<file path="src/rtl/mem_port_arbiter_if.sv">
// Bus bundle between the two requesting masters, the arbiter and the data memory.
interface mem_port_arbiter_if #(
    parameter int unsigned mem_add_width = 32,
    parameter int unsigned mem_width     = 32
);
    // CPU master (m0)
    logic                     m0_req;
    logic                     m0_wr;
    logic [mem_add_width-1:0] m0_add;
    logic [mem_width-1:0]     m0_wdata;
    logic                     m0_ack;
    logic                     m0_err;
    logic [mem_width-1:0]     m0_rdata;

    // Loader/debug master (m1)
    logic                     m1_req;
    logic                     m1_wr;
    logic                     m1_lock;
    logic [mem_add_width-1:0] m1_add;
    logic [mem_width-1:0]     m1_wdata;
    logic                     m1_ack;
    logic                     m1_err;
    logic [mem_width-1:0]     m1_rdata;

    // Data memory port
    logic                     mem_wr_en;
    logic [mem_add_width-1:0] mem_add;
    logic [mem_width-1:0]     mem_wdata;
    logic [mem_width-1:0]     mem_rdata;

    // CPU pipeline stall
    logic                     cpu_stall;

    // Arbiter view
    modport slave (
        input  m0_req, m0_wr, m0_add, m0_wdata,
        input  m1_req, m1_wr, m1_lock, m1_add, m1_wdata,
        input  mem_rdata,
        output m0_ack, m0_err, m0_rdata,
        output m1_ack, m1_err, m1_rdata,
        output mem_wr_en, mem_add, mem_wdata,
        output cpu_stall
    );

    // Requester / memory-side view
    modport master (
        output m0_req, m0_wr, m0_add, m0_wdata,
        output m1_req, m1_wr, m1_lock, m1_add, m1_wdata,
        output mem_rdata,
        input  m0_ack, m0_err, m0_rdata,
        input  m1_ack, m1_err, m1_rdata,
        input  mem_wr_en, mem_add, mem_wdata,
        input  cpu_stall
    );
endinterface

</file>
<file path="src/rtl/mem_port_arbiter.sv">
// Two-master arbiter in front of a single-port data memory.
// Each access runs IDLE -> SERVE -> RESP; round-robin with an optional
// bounded lock that lets m1 keep the port for a burst of accesses.
module mem_port_arbiter #(
    parameter int unsigned mem_add_width = 32,
    parameter int unsigned mem_width     = 32,
    parameter int unsigned mem_depth     = 256,
    parameter int unsigned lock_max      = 8
) (
    input logic               clk,
    input logic               rst,
    mem_port_arbiter_if.slave bus
);

    localparam int unsigned cnt_w = $clog2(lock_max + 1);

    typedef enum logic [1:0] {
        IDLE  = 2'd0,
        SERVE = 2'd1,
        RESP  = 2'd2
    } state_t;

    state_t                   state_q;
    logic                     win_m1_q;
    logic                     last_m1_q;
    logic                     lock_hold_q;
    logic [cnt_w-1:0]         lock_cnt_q;
    logic                     wr_q;
    logic                     err_q;
    logic [mem_add_width-1:0] add_q;
    logic [mem_width-1:0]     wdata_q;
    logic                     wr_en_q;
    logic [mem_width-1:0]     rdata_q;
    logic                     ack0_q;
    logic                     ack1_q;
    logic                     err0_q;
    logic                     err1_q;

    logic                     any_req;
    logic                     grant_m1;
    logic                     sel_wr;
    logic                     sel_err;
    logic [mem_add_width-1:0] sel_add;
    logic [mem_width-1:0]     sel_wdata;
    logic [cnt_w-1:0]         lock_cnt_nxt;
    logic                     lock_hold_nxt;

    // Winner selection and request mux, evaluated for use in IDLE only
    always_comb begin
        any_req       = bus.m0_req | bus.m1_req;
        grant_m1      = 1'b0;
        lock_cnt_nxt  = '0;
        lock_hold_nxt = 1'b0;

        if (bus.m0_req && bus.m1_req) begin
            if (lock_hold_q && bus.m1_lock) begin
                // m1 keeps the port until the lock budget runs out
                grant_m1 = (lock_cnt_q < cnt_w'(lock_max));
            end else begin
                grant_m1 = ~last_m1_q;
            end
        end else begin
            grant_m1 = bus.m1_req;
        end

        if (grant_m1 && bus.m1_lock) begin
            lock_hold_nxt = 1'b1;
            lock_cnt_nxt  = (lock_cnt_q < cnt_w'(lock_max)) ? lock_cnt_q + cnt_w'(1) : lock_cnt_q;
        end

        sel_wr    = grant_m1 ? bus.m1_wr    : bus.m0_wr;
        sel_add   = grant_m1 ? bus.m1_add   : bus.m0_add;
        sel_wdata = grant_m1 ? bus.m1_wdata : bus.m0_wdata;
        // Word index beyond the memory is an error; byte offset bits ignored
        sel_err   = 64'(sel_add[mem_add_width-1:2]) >= 64'(mem_depth);
    end

    // Access FSM with all state and response registers
    always_ff @(posedge clk) begin
        if (!rst) begin
            state_q     <= IDLE;
            win_m1_q    <= 1'b0;
            last_m1_q   <= 1'b1;
            lock_hold_q <= 1'b0;
            lock_cnt_q  <= '0;
            wr_q        <= 1'b0;
            err_q       <= 1'b0;
            add_q       <= '0;
            wdata_q     <= '0;
            wr_en_q     <= 1'b0;
            rdata_q     <= '0;
            ack0_q      <= 1'b0;
            ack1_q      <= 1'b0;
            err0_q      <= 1'b0;
            err1_q      <= 1'b0;
        end else begin
            case (state_q)
                IDLE: begin
                    if (any_req) begin
                        state_q     <= SERVE;
                        win_m1_q    <= grant_m1;
                        last_m1_q   <= grant_m1;
                        lock_hold_q <= lock_hold_nxt;
                        lock_cnt_q  <= lock_cnt_nxt;
                        wr_q        <= sel_wr;
                        err_q       <= sel_err;
                        add_q       <= sel_add;
                        wdata_q     <= sel_wdata;
                        wr_en_q     <= sel_wr & ~sel_err;
                    end
                end
                SERVE: begin
                    state_q <= RESP;
                    wr_en_q <= 1'b0;
                    rdata_q <= (err_q || wr_q) ? '0 : bus.mem_rdata;
                    ack0_q  <= ~win_m1_q;
                    ack1_q  <= win_m1_q;
                    err0_q  <= ~win_m1_q & err_q;
                    err1_q  <= win_m1_q & err_q;
                end
                RESP: begin
                    state_q <= IDLE;
                    ack0_q  <= 1'b0;
                    ack1_q  <= 1'b0;
                    err0_q  <= 1'b0;
                    err1_q  <= 1'b0;
                end
                default: begin
                    state_q <= IDLE;
                    wr_en_q <= 1'b0;
                end
            endcase
        end
    end

    // Write strobe and acks are masked by reset so an aborted access
    // neither writes memory nor completes in the reset cycle
    assign bus.mem_wr_en = wr_en_q & rst;
    assign bus.m0_ack    = ack0_q & rst;
    assign bus.m1_ack    = ack1_q & rst;

    assign bus.mem_add   = add_q;
    assign bus.mem_wdata = wdata_q;
    assign bus.m0_err    = err0_q;
    assign bus.m1_err    = err1_q;
    assign bus.m0_rdata  = rdata_q;
    assign bus.m1_rdata  = rdata_q;

    // CPU is stalled while its request is outstanding
    assign bus.cpu_stall = bus.m0_req & ~bus.m0_ack;

endmodule

</file>
<file path="src/flat_wrapper.sv">
// flat-port wrapper written by rule: the top's interface ports become plain ports
module mem_port_arbiter_flat 
#(
    parameter int unsigned mem_add_width = 32,
    parameter int unsigned mem_width     = 32,
    parameter int unsigned mem_depth     = 256,
    parameter int unsigned lock_max      = 8
)
  (clk, rst, bus_m0_req, bus_m0_wr, bus_m0_add, bus_m0_wdata, bus_m1_req, bus_m1_wr, bus_m1_lock, bus_m1_add, bus_m1_wdata, bus_mem_rdata, bus_m0_ack, bus_m0_err, bus_m0_rdata, bus_m1_ack, bus_m1_err, bus_m1_rdata, bus_mem_wr_en, bus_mem_add, bus_mem_wdata, bus_cpu_stall);
  mem_port_arbiter_if #(.mem_add_width(mem_add_width), .mem_width(mem_width)) bus_i ();
  input logic clk;
  input logic rst;
  input wire logic [$bits(bus_i.m0_req)-1:0] bus_m0_req;
  input wire logic [$bits(bus_i.m0_wr)-1:0] bus_m0_wr;
  input wire logic [$bits(bus_i.m0_add)-1:0] bus_m0_add;
  input wire logic [$bits(bus_i.m0_wdata)-1:0] bus_m0_wdata;
  input wire logic [$bits(bus_i.m1_req)-1:0] bus_m1_req;
  input wire logic [$bits(bus_i.m1_wr)-1:0] bus_m1_wr;
  input wire logic [$bits(bus_i.m1_lock)-1:0] bus_m1_lock;
  input wire logic [$bits(bus_i.m1_add)-1:0] bus_m1_add;
  input wire logic [$bits(bus_i.m1_wdata)-1:0] bus_m1_wdata;
  input wire logic [$bits(bus_i.mem_rdata)-1:0] bus_mem_rdata;
  output wire logic [$bits(bus_i.m0_ack)-1:0] bus_m0_ack;
  output wire logic [$bits(bus_i.m0_err)-1:0] bus_m0_err;
  output wire logic [$bits(bus_i.m0_rdata)-1:0] bus_m0_rdata;
  output wire logic [$bits(bus_i.m1_ack)-1:0] bus_m1_ack;
  output wire logic [$bits(bus_i.m1_err)-1:0] bus_m1_err;
  output wire logic [$bits(bus_i.m1_rdata)-1:0] bus_m1_rdata;
  output wire logic [$bits(bus_i.mem_wr_en)-1:0] bus_mem_wr_en;
  output wire logic [$bits(bus_i.mem_add)-1:0] bus_mem_add;
  output wire logic [$bits(bus_i.mem_wdata)-1:0] bus_mem_wdata;
  output wire logic [$bits(bus_i.cpu_stall)-1:0] bus_cpu_stall;
  assign bus_i.m0_req = bus_m0_req;
  assign bus_i.m0_wr = bus_m0_wr;
  assign bus_i.m0_add = bus_m0_add;
  assign bus_i.m0_wdata = bus_m0_wdata;
  assign bus_i.m1_req = bus_m1_req;
  assign bus_i.m1_wr = bus_m1_wr;
  assign bus_i.m1_lock = bus_m1_lock;
  assign bus_i.m1_add = bus_m1_add;
  assign bus_i.m1_wdata = bus_m1_wdata;
  assign bus_i.mem_rdata = bus_mem_rdata;
  assign bus_m0_ack = bus_i.m0_ack;
  assign bus_m0_err = bus_i.m0_err;
  assign bus_m0_rdata = bus_i.m0_rdata;
  assign bus_m1_ack = bus_i.m1_ack;
  assign bus_m1_err = bus_i.m1_err;
  assign bus_m1_rdata = bus_i.m1_rdata;
  assign bus_mem_wr_en = bus_i.mem_wr_en;
  assign bus_mem_add = bus_i.mem_add;
  assign bus_mem_wdata = bus_i.mem_wdata;
  assign bus_cpu_stall = bus_i.cpu_stall;
  mem_port_arbiter #(.mem_add_width(mem_add_width), .mem_width(mem_width), .mem_depth(mem_depth), .lock_max(lock_max)) u_core (.clk(clk), .rst(rst), .bus(bus_i));
endmodule
</file>
<file path="config.mk">
export PLATFORM = sky130hd
export DESIGN_NAME = mem_port_arbiter_flat
export DESIGN_NICKNAME = d
export VERILOG_FILES = /design/src/rtl/mem_port_arbiter_if.sv /design/src/rtl/mem_port_arbiter.sv /design/src/flat_wrapper.sv
export SDC_FILE = /design/constraint.sdc
export NUM_CORES = 1
export LEC_CHECK = 0
export BUFFER_PORTS_ARGS = -buffer_cell sky130_fd_sc_hd__buf_2
export CAP_MARGIN = 30
export CORE_AREA = 3 3 115 117
export DETAILED_ROUTE_END_ITERATION = 8
export DIE_AREA = 0 0 118 120
export PLACE_DENSITY_LB_ADDON = 0.08
export SLEW_MARGIN = 10
export SYNTH_ARGS = -nofsm -noshare
export SYNTH_HDL_FRONTEND = slang
export SYNTH_SLANG_ARGS = --single-unit
</file>
<file path="constraint.sdc">
create_clock -name clk -period 4.08 [get_ports clk]
set_input_delay 0 -clock clk [delete_from_list [all_inputs] [get_ports clk]]
set_output_delay 0 -clock clk [all_outputs]
set_load 0.02 [all_outputs]
</file>
After elaboration in Yosys (flattened, before gate mapping)
Index checks and enable logic that the tools add are counted.
- reduce and logical (&&, ||, !) cells: 9
- equal/unequal tests: 4
- $lt $le $gt $ge: 2
- mux-type cells: 17
- add/subtract/negate cells: 1
- bitwise operators: 13
- operators with widths (operator ; count):
    32-bit two-way mux ; 3
    30-bit by 9-bit >= comparator with 1-bit output, second input constant ; 1
    1-bit one-hot mux with 2 select lines ; 5
    4-bit two-way mux ; 2
    1-bit AND ; 7
    1-bit two-way mux ; 5
    1-bit inverter ; 5
    4-bit by 1-bit adder with 4-bit output, second input constant ; 1
    4-bit less-than comparator, second input constant ; 1
    2-bit by 1-bit != test with 1-bit output, second input constant ; 2
    2-bit one-hot mux with 2 select lines ; 1
    2-bit AND reduction ; 2
    1-bit logical AND ; 3
    3-bit AND reduction ; 1
    2-bit by 1-bit == test with 1-bit output, second input constant ; 1
    2-bit == test, second input constant ; 1
    2-bit zero test ; 1
    2-bit two-way mux ; 1
    2-bit nonzero test ; 1
    1-bit logical OR ; 1
    1-bit OR ; 1
- input port bits: 167
- output and inout port bits: 134
- bits in registers: 112
- word-level logic and storage cells: 61

Depth between registers and ports, before layout
- depth after elaboration: 9
- mapped depth: 9
- mapped depth without buffers: 6

Least setup slack after synthesis
No wires, ideal clock.
- path kind: reg2reg
- start point: reg u_core.state_q[0]
- end point: reg u_core.add_q[0], in the netlist u_core.bus.mem_add[0]
- stages on the path, launching flop included: 9
- required time: 3.942 ns
- period minus slack after synthesis: 1.697 ns
- library setup time: 0.138 ns
- path slack: 2.383 ns
- path buffers: 3
- data arrival time: 1.559 ns
- cell sequence: dfxtp_1 -> inv_1 -> ha_1 -> clkbuf_2 -> inv_1 -> nor2_1 -> buf_2 -> clkbuf_1 -> a211oi_1
- cells in the longest elaborated chain, start to end: 2
- RTL lines (item ; line ; source):
    from (decl) ; mem_port_arbiter.sv:23 ; state_t state_q;
    from (signal assigned) ; mem_port_arbiter.sv:81 ; state_q <= IDLE;
    from (signal assigned) ; mem_port_arbiter.sv:100 ; state_q <= SERVE;
    from (signal assigned) ; mem_port_arbiter.sv:113 ; state_q <= RESP;
    2-bit zero test ; mem_port_arbiter.sv:97 ; case (state_q)
    2-bit AND reduction (no source line) ; - ;
    to (signal assigned) ; mem_port_arbiter.sv:107 ; add_q <= sel_add;
    to (decl) ; mem_port_arbiter.sv:30 ; logic [mem_add_width-1:0] add_q;
No other way between the ends.
A chain may end at the register's enable or synchronous reset.

Final worst setup path
- start point: reg u_core.state_q[0]
- end point: reg u_core.add_q[16], in the netlist u_core.bus.mem_add[16]
The elaborated chain is that of the path after synthesis.

==> metrics.txt <==
#FFs+latches synth=112; initial core utilization=0.4100; non-filler cells in the finished layout=1104; Slew @ Worst Pin=0.8459 ns; Tightest Hold Check Type=primary input to register; Clk network pwr share=0.315; area of the multi-input gates=2412 sq um; GRT Max-Usage Layer=met2; GR Util met1=0.2583; row count=41; fin util=0.6178; share of layout cells above drive strength 1=0.3541; r2r startpoint=u_core.state_q[0]$_SDFFE_PN0P_; slack of the worst reg-to-reg path=1.30 ns; fill count=1102; Mean Syn Cell Area=8.605 sq um; largest net degree at the start of global routing=108; final-stage net count=1099; Critical Path AT=3.06 ns; Worst path slowest cell=dlygate4sd3_1; Fin. Hold Viols=0; Pins Over Slew Limit=0; CTS Buffer Depth=2; Max Cap Viol=0; GPL Wtd Cong=0.8753; cell repeated most along the worst path=inv_1; grt total ovfl=0; final setup TNS=0 ns; clk_skew=0.006654 ns; Pre-Repair DR Iteration Count=4; Synth Cell Area=5111 sq um; Setup crit end kind=register; sequential cell area=2242 sq um; TritonCTS clock tree=done; WL per Instance=14.04 um; M2 GR Usage=0.3769; Flop pwr share=0.408; leakage=3.925 nW; DR iter-0 viols=246; status=completed; htree depth=3; DRC=0; CP Capture Point=u_core.bus.mem_add[16]$_SDFFE_PN0P_; Max FO, Critical Path=107; R2R Path End=u_core.bus.mem_add[16]$_SDFFE_PN0P_; clk_lat worst skew=0.34 ns; critical path's largest stage delay=0.57 ns; fmax=0.3598 GHz; Critical Path Source Type=register; Rel. slew slack=0.4361; vias in the first global route=5214; clock sink total=112; largest family of logic cells by synthesized area=simple AND/OR/NAND/NOR gates; mux share of post-synthesis cell area=0.09033; xor/xnor share of the synthesized area=0; combinational power share=0.276; Post-Synth Simple-Gate Area=0.2005; gate count after technology mapping=594; Power Density=403.2 nW/um^2; Cell Int Power=2.169 mW; CTS Root Cell=clkbuf_16; post-place setup slack=1.768 ns; DR vias=5335; drt via density=4.832; Synth Area in Compound Gates=0.1665; Core ar.=12470 sq um; Reg clk slew, reported paths=0.07 ns; WL final=15500 um; DP Cell Count=998; first-pass GRT wire length=25250 um; total clock buffers created by CTS=9; die area=14160 sq um; GRT met3 Usage=0.04901; Post-DP HPWL=10860 um; # port buffers=300; Post-Syn Nets=766; initial antenna violation count=0; Tcrit/Tclk final=0.6812; GRT Total Usage=0.2146; count of cell types in the netlist=37; Cell Chain, Critical Path=inv_1 -> ha_1 -> inv_1 -> nor2_4 -> buf_12 -> nor2_1 -> a311oi_1 -> dlygate4sd3_1; # diodes=0; NetSw=0.9367 mW; # IOs=301; Die Span Y=120 um; sw frac=0.3017; # resized after CTS=0; Final min period=2.779 ns; Max VDD drop=0.0002370 V; R2R depth=8; Synth Warn #=0; RSZ-0062 raised after global routing=no; Seq/Total Area, Yosys=0.4387; Worst Setup SP=u_core.state_q[0]$_SDFFE_PN0P_; adder-cell share of the synthesized area=0.01224; final worst setup slack=1.301 ns; synthesis-to-finish area growth=50.67%; Die X=118 um; critical path type=register to register; Final setup viols=0; Worst Path Required=4.37 ns; post-route ant nets=0
synth_stat cells:
library cell / instances / area share
nor2_1: 107 / 0.079
inv_1: 6 / 0.0044
mux2_2: 1 / 0.0022
nor4_1: 10 / 0.012
o21ai_0: 3 / 0.0029
o211ai_4: 1 / 0.0042
a21oi_1: 41 / 0.040
nand4b_1: 1 / 0.0017
o21a_1: 1 / 0.0015
or3_1: 3 / 0.0037
buf_1: 1 / 0.00073
buf_2: 8 / 0.0078
o211a_1: 1 / 0.0020
a21o_1: 2 / 0.0029
a21bo_2: 1 / 0.0020
buf_6: 5 / 0.011
nand2b_1: 3 / 0.0037
buf_4: 32 / 0.047
a2111o_1: 1 / 0.0022
clkbuf_2: 1 / 0.00098
mux2i_1: 45 / 0.088
nor3b_1: 1 / 0.0015
and2_4: 1 / 0.0017
nand4_1: 2 / 0.0024
o22ai_1: 1 / 0.0012
nand3_1: 8 / 0.0078
and3_1: 1 / 0.0012
nand2_1: 57 / 0.042
nor2b_1: 34 / 0.042
ha_1: 5 / 0.012
clkbuf_1: 27 / 0.020
a32oi_1: 2 / 0.0034
a311oi_1: 22 / 0.038
a211oi_1: 44 / 0.065
a21oi_2: 1 / 0.0017
and2_1: 2 / 0.0024
dfxtp_1: 112 / 0.44
stage by stage:
| step | power [mW] | cell area, sq um | hold slack [ns] |
|---|---|---|---|
| after floorplan | 1.799 | 5111 | 0.07183 |
| after global placement | 2.047 | 6465 | 0.2275 |
| after detailed placement | 2.061 | 6465 | 0.2330 |
| after CTS | 3.139 | 7701 | 0.001677 |
| after global routing | 3.276 | 7701 | 0.01262 |
| final | 3.105 | 7701 | 0.005584 |
worst max-delay path, delay by kind of cell (launching register included):
family	cells	cell delay, ns
buf+inv	4	1.22
simple gates	2	0.59
flops	1	0.33
fa+ha+maj	1	0.30
compound gates	1	0.23
per-layer routing:
metal / routed length (um) / share of wire / up-vias
li1: - / - / 2711
met1: 6308 / 0.41 / 2370
met2: 7718 / 0.50 / 227
met3: 1143 / 0.074 / 27
met4: 328 / 0.021 / 0
met5: 0 / 0 / -
worst min-delay path by stage:
| stage | startpoint | end | depth (start not counted) |
|---|---|---|---|
| final | bus_m1_wdata[18] | u_core.bus.mem_wdata[18]$_SDFFE_PN0P_ | 3 |
| after global routing | bus_m1_wdata[9] | u_core.bus.mem_wdata[9]$_SDFFE_PN0P_ | 3 |
| after CTS | bus_m0_wdata[7] | u_core.bus.mem_wdata[7]$_SDFFE_PN0P_ | 3 |
| after detailed placement | bus_mem_rdata[25] | u_core.bus.m0_rdata[25]$_SDFFE_PN0N_ | 3 |
| after global placement | bus_mem_rdata[23] | u_core.bus.m0_rdata[23]$_SDFFE_PN0N_ | 3 |
| after floorplan | rst | u_core.last_m1_q$_SDFFE_PN1P_ | 1 |
flip-flops by register name, summed over array words and instances (netlist names), 2 cells and up:
name	cells
u_core.state_q	2
u_core.bus.m0_rdata	32
u_core.bus.mem_add	32
u_core.bus.mem_wdata	32
u_core.lock_cnt_q	4
cell type report:
class                      count  share of cell area
clock inverter                 7             0.01430
multi-input combinational    402              0.3132
clock buffer                   9             0.02924
inverter                       6            0.003087
tap                          172             0.02794
sequential                   112              0.2911
timing repair buffer         396              0.3210
power groups by stage:
stage          sequential (mW)  clock [mW]  combinational [mW]
3_5_place_dp              1.29           0               0.770
3_3_place_gp              1.29           0               0.757
5_1_grt                   1.28        1.05               0.939
2_1_floorplan             1.41           0               0.385
6_report                  1.27       0.980               0.858
4_1_cts                   1.27        1.01               0.861
cell families after synthesis:
| family | after synthesis |
|---|---|
| buffers and inverters | 80 |
| adders and majority gates | 5 |
| and+or+nand+nor | 230 |
| muxes | 46 |
| DFF | 112 |
| AOI/OAI and AO/OA | 121 |
repair_timing:
action                                 CTS  global route
setup buffers                            0             0
hold buffers                            90             0
endpoints found under the hold margin   65             0
cells in the final DEF (no fill, tap or decap), drive strengths merged, types with 2 or more instances in the layout:
cell type    netlist  routed
a32oi              2       2
o21ai              3       3
inv                6       5
bufinv             0       3
dlygate4sd3        0      90
nor2             107     107
clkinv             0       5
and2               3       3
a21o               2       2
nand3              8       8
nand2             57      57
a21oi             42      42
buf               46     306
nor2b             34      34
nand4              2       2
dfxtp            112     112
clkbuf            28       9
mux2i             45      45
a211oi            44      44
or3                3       3
a311oi            22      22
nand2b             3       3
nor4              10      10
ha                 5       5
(Power assumes the default switching activity.)
